`src/rtl/am2940_defs.sv`:
```
// Shared constants for the Am2940 datapath registers: default width and the
// active-low load strobe encodings.
package am2940_defs;

    localparam int   AM2940_WIDTH = 4;

    localparam logic PLAR_LOAD = 1'b0;
    localparam logic PLAR_HOLD = 1'b1;

endpackage

```
`src/rtl/am2940_load_register.sv`:
```
// Am2940 load register: captures di on a rising clk edge while plar is low.
// The output is named dout because "do" is a reserved word in SystemVerilog.
module am2940_load_register
    import am2940_defs::*;
#(
    parameter int               WIDTH     = AM2940_WIDTH,
    parameter logic [WIDTH-1:0] RESET_VAL = {WIDTH{1'b0}}
) (
    input  logic             clk,
    input  logic             rst_n,
    input  logic             plar,
    input  logic [WIDTH-1:0] di,
    output logic [WIDTH-1:0] dout
);

    // Reset outranks the load strobe when both are asserted on the same edge.
    always_ff @(posedge clk) begin
        if (!rst_n)
            dout <= RESET_VAL;
        else if (plar == PLAR_LOAD)
            dout <= di;
    end

endmodule

```
`config.mk`:
```
export PLATFORM = sky130hd
export DESIGN_NAME = am2940_load_register
export DESIGN_NICKNAME = d
export VERILOG_FILES = /design/src/rtl/am2940_defs.sv /design/src/rtl/am2940_load_register.sv
export SDC_FILE = /design/constraint.sdc
export NUM_CORES = 1
export LEC_CHECK = 0
export CORE_AREA = 2 2 39 41
export DETAILED_ROUTE_END_ITERATION = 16
export DIE_AREA = 0 0 41 43
export PLACE_DENSITY = 0.39
export SYNTH_ARGS = -nofsm -noshare
export SYNTH_HDL_FRONTEND = slang
export SYNTH_SLANG_ARGS = --single-unit
export TNS_END_PERCENT = 5
```
`constraint.sdc`:
```
create_clock -name clk -period 1 [get_ports clk]
set_clock_uncertainty 0.15 [all_clocks]
set_input_delay 0.15 -clock clk [delete_from_list [all_inputs] [get_ports clk]]
set_output_delay 0.15 -clock clk [all_outputs]
set_load 0.05 [all_outputs]
```
==> flow_metrics.env, run 1 <==
export IMPL_viasPerCell=3.29
export IMPL_synth_edff_count=0
export IMPL_path_clk_slew_ns=0.04
export IMPL_worstSetupEndpoint="dout[3]"
export IMPL_num_antenna_cells=0
export IMPL_cts_buffers=3
export IMPL_core_um2=1380
export IMPL_synth_seq_cells=4
export IMPL_synthesis_area_um2=156
export IMPL_cp_depth=1
export IMPL_syn_num_nets=20
export IMPL_pre_cts_slack_ns=-0.311
export IMPL_r2r_start="dout[1]$_SDFFE_PN0N_"
export IMPL_drt_pass1_iter_count=1
export IMPL_leakagePower_nw=0.138
export IMPL_clockBufferDepth=2
export IMPL_antenna_found_initial=0
export IMPL_syn_area_per_cell_um2=12.0
export IMPL_routedWlPerCell_um=9.49
export IMPL_die_w_um=41
export IMPL_async_flop_share_pct=0
export IMPL_powerDensity_nw_per_um2=1500
export IMPL_fin_crit_ns=1.02
export IMPL_global_route_usage_met2_pct=5.00
export IMPL_grt_max_degree=5
export IMPL_tns_ns=-0.0557
export IMPL_fmax_mhz=981
export IMPL_critPathLaunch="dout[3]$_SDFFE_PN0N_"
export IMPL_worst_skew_pair_late_latency_ns=0.23
export IMPL_cts_root_buf="clkbuf_4"
export IMPL_yosys_area_top_type="dfxtp_1"
export IMPL_path_delay_family="flip-flops"
export IMPL_crit_type="flop to output pin"
export IMPL_path_cells="buf_12"
export IMPL_fin_util_pct=24.0
export IMPL_slew_violations=0
export IMPL_cts_tree="built"
export IMPL_power_total_uw=496
export IMPL_io_pins=11
export IMPL_wl_um=389
export IMPL_gr_max_usage_layer="met1"
export IMPL_fin_crit_sh_pct=102
export IMPL_crit_path_max_fanout=2
export IMPL_regToRegSetupSlack_ns=0.22
export IMPL_met3_usage_pct=3.66
export IMPL_grt_total_usage_pct=5.42
export IMPL_row_count=14
export IMPL_vias=135
export IMPL_ctsHoldBuffers=0
export IMPL_worstRegToRegCells=2
export IMPL_synth_distinct_cells=4
export IMPL_ys_flop_type="dfxtp_1"
export IMPL_start_kind="flop"
export IMPL_synth_cells=13
export IMPL_finalNonFillerCells=41
export IMPL_cp_data_required_time_ns=0.70
export IMPL_area_delta_synth_final_pct=112
export IMPL_numClockSinks=4
export IMPL_endpoint_kind="output pin"
export IMPL_largest_register="dout"
export IMPL_min_path_type="input port to flop"
export IMPL_largestRegisters="dout: 4 flops"
export IMPL_htree_levels=1
export IMPL_fp_dieH_um=43
export IMPL_r2r_end="dout[1]$_SDFFE_PN0N_"
export IMPL_largest_reg_flops=4
export IMPL_drc=0
export IMPL_die_area_um2=1760
export IMPL_start_util_pct=11.3
export IMPL_timing_hold_ws_ns=0.342
export IMPL_netlist_area_leader_share_pct=51.2
export IMPL_synth_warnings=0
export IMPL_drtIter0Drc=0
export IMPL_outcome="finished with violations"
export IMPL_met1_usage_pct=7.07
export IMPL_grt_overflow_total=0
export IMPL_rsz0062_at_grt="yes"
export IMPL_dpl_cell_area_um2=307
export IMPL_worst_slew_pin_slew_ns=0.246
export IMPL_hold_viol=0
export IMPL_fin_area_um2=332
export IMPL_ant_nets=0
export IMPL_maxCapViolations=0
export IMPL_worst_path_buf_inv=1
export IMPL_peakVddDrop_mv=0.475
export IMPL_timing_slew_headroom_pct=83.6
export IMPL_layout_setup_ws_ns=-0.0196
export IMPL_dpl_cell_count=38
export IMPL_setup_viol=4
export IMPL_seq_area_frac_synth_pct=51.2
export IMPL_multiInputGateArea_um2=65.1
export IMPL_nets=34
export IMPL_numPortBuffers=10
export IMPL_violations="negative setup slack"
export IMPL_slowest_delay_ns=0.35
export IMPL_grt_pass1_vias=146
export IMPL_seqCellArea_um2=85.1
export IMPL_grt_first_pass_wirelength_um=565
export IMPL_worstPathArrival_ns=0.72
export IMPL_synth_commonest_cells="dfxtp_1 (4), mux2i_1 (4), nor2b_1 (4)"
export IMPL_synthTopCellsByArea="dfxtp_1 (51%), mux2i_1 (26%), nor2b_1 (16%), buf_6 (7.2%)"
export IMPL_n_fill_cell=150
export IMPL_gp_congestion=0.546
export IMPL_cp_slowest_cell="dfxtp_2"
export IMPL_layout_drive_gt1_share_pct=44.0
cell usage in the layout (no fill, tap or decap):
cell             count
dlygate4sd2_1        1
clkdlybuf4s50_1      5
mux2i_1              4
nor2b_1              4
buf_12               4
clkbuf_4             3
dfxtp_2              4
power by group:
part	switching [mW]	leakage (nW)	total, mW	internal [mW]
logic	0.0491	0.0897	0.114	0.0653
registers	0.0103	0.0344	0.183	0.172
clock network	0.0646	0.0138	0.199	0.134
worst reg2reg max path, cell delays in order, from the launching register on:
cell,delay [ns]
dfxtp_2,0.33
mux2i_1,0.14
nor2b_1,0.06
cell type report:
type                    count  area share (%)
flip-flops and latches      4            25.7
multi-input cells           8            19.6
well taps                  16            6.04
clock buffers               3            6.79
repair buffers             10            41.9
worst min-delay path by stage:
stage	depth (start not counted)	from	slack (ns)	end
floorplan	1	rst_n	0.13	dout[0]$_SDFFE_PN0N_
global placement	2	dout[0]$_SDFFE_PN0N_	0.38	dout[0]$_SDFFE_PN0N_
detailed placement	2	dout[0]$_SDFFE_PN0N_	0.40	dout[0]$_SDFFE_PN0N_
CTS	3	plar	0.34	dout[3]$_SDFFE_PN0N_
global route	3	plar	0.36	dout[3]$_SDFFE_PN0N_
finish	3	plar	0.34	dout[3]$_SDFFE_PN0N_
per-layer routing:
layer | part of all wire, % | vias up | wire length [µm]
li1 | - | 66 | -
met1 | 51 | 58 | 197
met2 | 33 | 11 | 130
met3 | 16 | 0 | 61
met4 | 0 | 0 | 0
met5 | 0 | - | 0
what timing repair did:
action,4_1_cts,5_1_grt
resized for setup,4,0
buffers inserted,0,0
setup endpoints to repair,8,4
cells by family after synthesis:
logic type,share of synthesized area [%]
buffers and inverters,7.20
AND/OR/NAND/NOR,16.0
flip-flops,51.2
multiplexers,25.6
Power figures use the tool's default switching activity.
==> inputs of run 2 (changes only) <==
--- a/config.mk
+++ b/config.mk
@@ -12,4 +12,3 @@
 export SYNTH_ARGS = -nofsm -noshare
 export SYNTH_HDL_FRONTEND = slang
 export SYNTH_SLANG_ARGS = --single-unit
-export TNS_END_PERCENT = 5
==> flow_metrics.env, run 2 (same netlist as run 1, synthesis figures left out) <==
export IMPL_path_cells="buf_12"
export IMPL_drt_pass1_iter_count=1
export IMPL_grt_total_usage_pct=5.32
export IMPL_timing_hold_ws_ns=0.332
export IMPL_routedWlPerCell_um=8.85
export IMPL_cp_data_required_time_ns=0.70
export IMPL_die_w_um=41
export IMPL_die_area_um2=1760
export IMPL_finalNonFillerCells=41
export IMPL_crit_path_max_fanout=2
export IMPL_dpl_cell_count=38
export IMPL_area_delta_synth_final_pct=112
export IMPL_row_count=14
export IMPL_peakVddDrop_mv=0.272
export IMPL_num_antenna_cells=0
export IMPL_hold_viol=0
export IMPL_seqPwrFrac_pct=36.9
export IMPL_fin_util_pct=24.0
export IMPL_largest_reg_flops=4
export IMPL_combinationalPowerShare_pct=23.2
export IMPL_start_kind="flop"
export IMPL_cp_slowest_cell="dfxtp_2"
export IMPL_drtIter0Drc=0
export IMPL_antenna_found_initial=0
export IMPL_worst_slew_pin_slew_ns=0.233
export IMPL_path_delay_family="flip-flops"
export IMPL_worst_skew_pair_late_latency_ns=0.23
export IMPL_dpl_cell_area_um2=310
export IMPL_fmax_mhz=986
export IMPL_worstPathArrival_ns=0.71
export IMPL_p_int_uw=372
export IMPL_cts_setup_buffers=0
export IMPL_dp_hpwl_um=303
export IMPL_grt_overflow_total=0
export IMPL_core_um2=1380
export IMPL_largestRegisters="dout: 4 flops"
export IMPL_grt_first_pass_wirelength_um=496
export IMPL_vias=131
export IMPL_largest_register="dout"
export IMPL_gp_congestion=0.565
export IMPL_slew_violations=0
export IMPL_fp_dieH_um=43
export IMPL_nets=34
export IMPL_min_path_type="input port to flop"
export IMPL_maxCapViolations=0
export IMPL_cts_root_buf="clkbuf_4"
export IMPL_viasPerCell=3.20
export IMPL_clockPowerShare_pct=39.9
export IMPL_fin_area_um2=332
export IMPL_clockBufferDepth=2
export IMPL_cts_buffers=3
export IMPL_drc=0
export IMPL_layout_drive_gt1_share_pct=44.0
export IMPL_grt_max_degree=5
export IMPL_powerDensity_nw_per_um2=1490
export IMPL_slowest_delay_ns=0.35
export IMPL_p_sw_share_pct=24.7
export IMPL_htree_levels=1
export IMPL_violations="negative setup slack"
export IMPL_ant_nets=0
export IMPL_switchingPower_uw=122
export IMPL_layout_setup_ws_ns=-0.0142
export IMPL_layout_commonest_cell="clkdlybuf4s50_1"
export IMPL_leakagePower_nw=0.138
export IMPL_cts_tree="built"
export IMPL_setup_viol=4
export IMPL_crit_type="flop to output pin"
export IMPL_tns_ns=-0.0372
export IMPL_grt_pass1_vias=134
export IMPL_mostFrequentLayoutCells="clkdlybuf4s50_1 (5), mux2i_1 (4), nor2b_1 (4), dfxtp_2 (4), buf_12 (4)"
export IMPL_start_util_pct=11.3
export IMPL_ctsHoldBuffers=0
export IMPL_numClockSinks=4
export IMPL_io_pins=11
export IMPL_rsz0062_at_grt="yes"
export IMPL_path_clk_slew_ns=0.04
export IMPL_timing_slew_headroom_pct=84.5
export IMPL_outcome="finished with violations"
export IMPL_worst_path_buf_inv=1
export IMPL_wl_um=363
export IMPL_numPortBuffers=10
export IMPL_endpoint_kind="output pin"
export IMPL_fin_crit_sh_pct=101
export IMPL_fin_crit_ns=1.01
[run 2: cell counts in the layout (fill, tap and decap cells not counted)]
Identical to the previous run, type by type.
[run 2: path summary, 6_finish.rpt]
check | start | end | slack [ns] | cells after the start
worst max-delay path | dout[1]$_SDFFE_PN0N_ | dout[1] | -0.01 | 1
worst min-delay path | plar | dout[1]$_SDFFE_PN0N_ | 0.33 | 3
worst max register to register | dout[3]$_SDFFE_PN0N_ | dout[3]$_SDFFE_PN0N_ | 0.21 | 2
worst min register to register | dout[1]$_SDFFE_PN0N_ | dout[1]$_SDFFE_PN0N_ | 0.40 | 2
[run 2: routing by layer]
layer / track usage [%] / vias to the layer above / wire [µm]
met1: 3.53 / 56 / 124
met3: 5.24 / 0 / 58
li1: - / 66 / -
met5: 0 / - / 0
met4: 8.00 / 0 / 0
met2: 6.25 / 9 / 180
[run 2: area by class of cell]
| class | count | area (µm²) |
|---|---|---|
| Sequential cell | 4 | 85.1 |
| Multi-Input combinational cell | 8 | 65.1 |
| Tap cell | 16 | 20.0 |
| Clock buffer | 3 | 22.5 |
| Fill cell | 157 | 1050 |
| Timing Repair Buffer | 10 | 139 |
[run 2: through the flow]
step           worst slack [ns]  power (mW)
2_1_floorplan             0.104       0.235
3_3_place_gp             -0.300       0.301
3_5_place_dp             -0.325       0.302
4_1_cts                 -0.0253       0.507
5_1_grt                 -0.0369       0.514
6_report                -0.0142       0.494
[run 2: power groups by stage]
stage	combinational, mW	clock, mW	sequential (mW)
3_3_place_gp	0.117	0	0.184
5_1_grt	0.121	0.210	0.183
2_1_floorplan	0.0226	0	0.212
3_5_place_dp	0.118	0	0.185
6_report	0.115	0.197	0.182
4_1_cts	0.116	0.209	0.182
[run 2: timing repair]
item	4_1_cts	5_1_grt
gates resized for setup	1	0
endpoints found under the setup margin	8	4
gates cloned	0	0
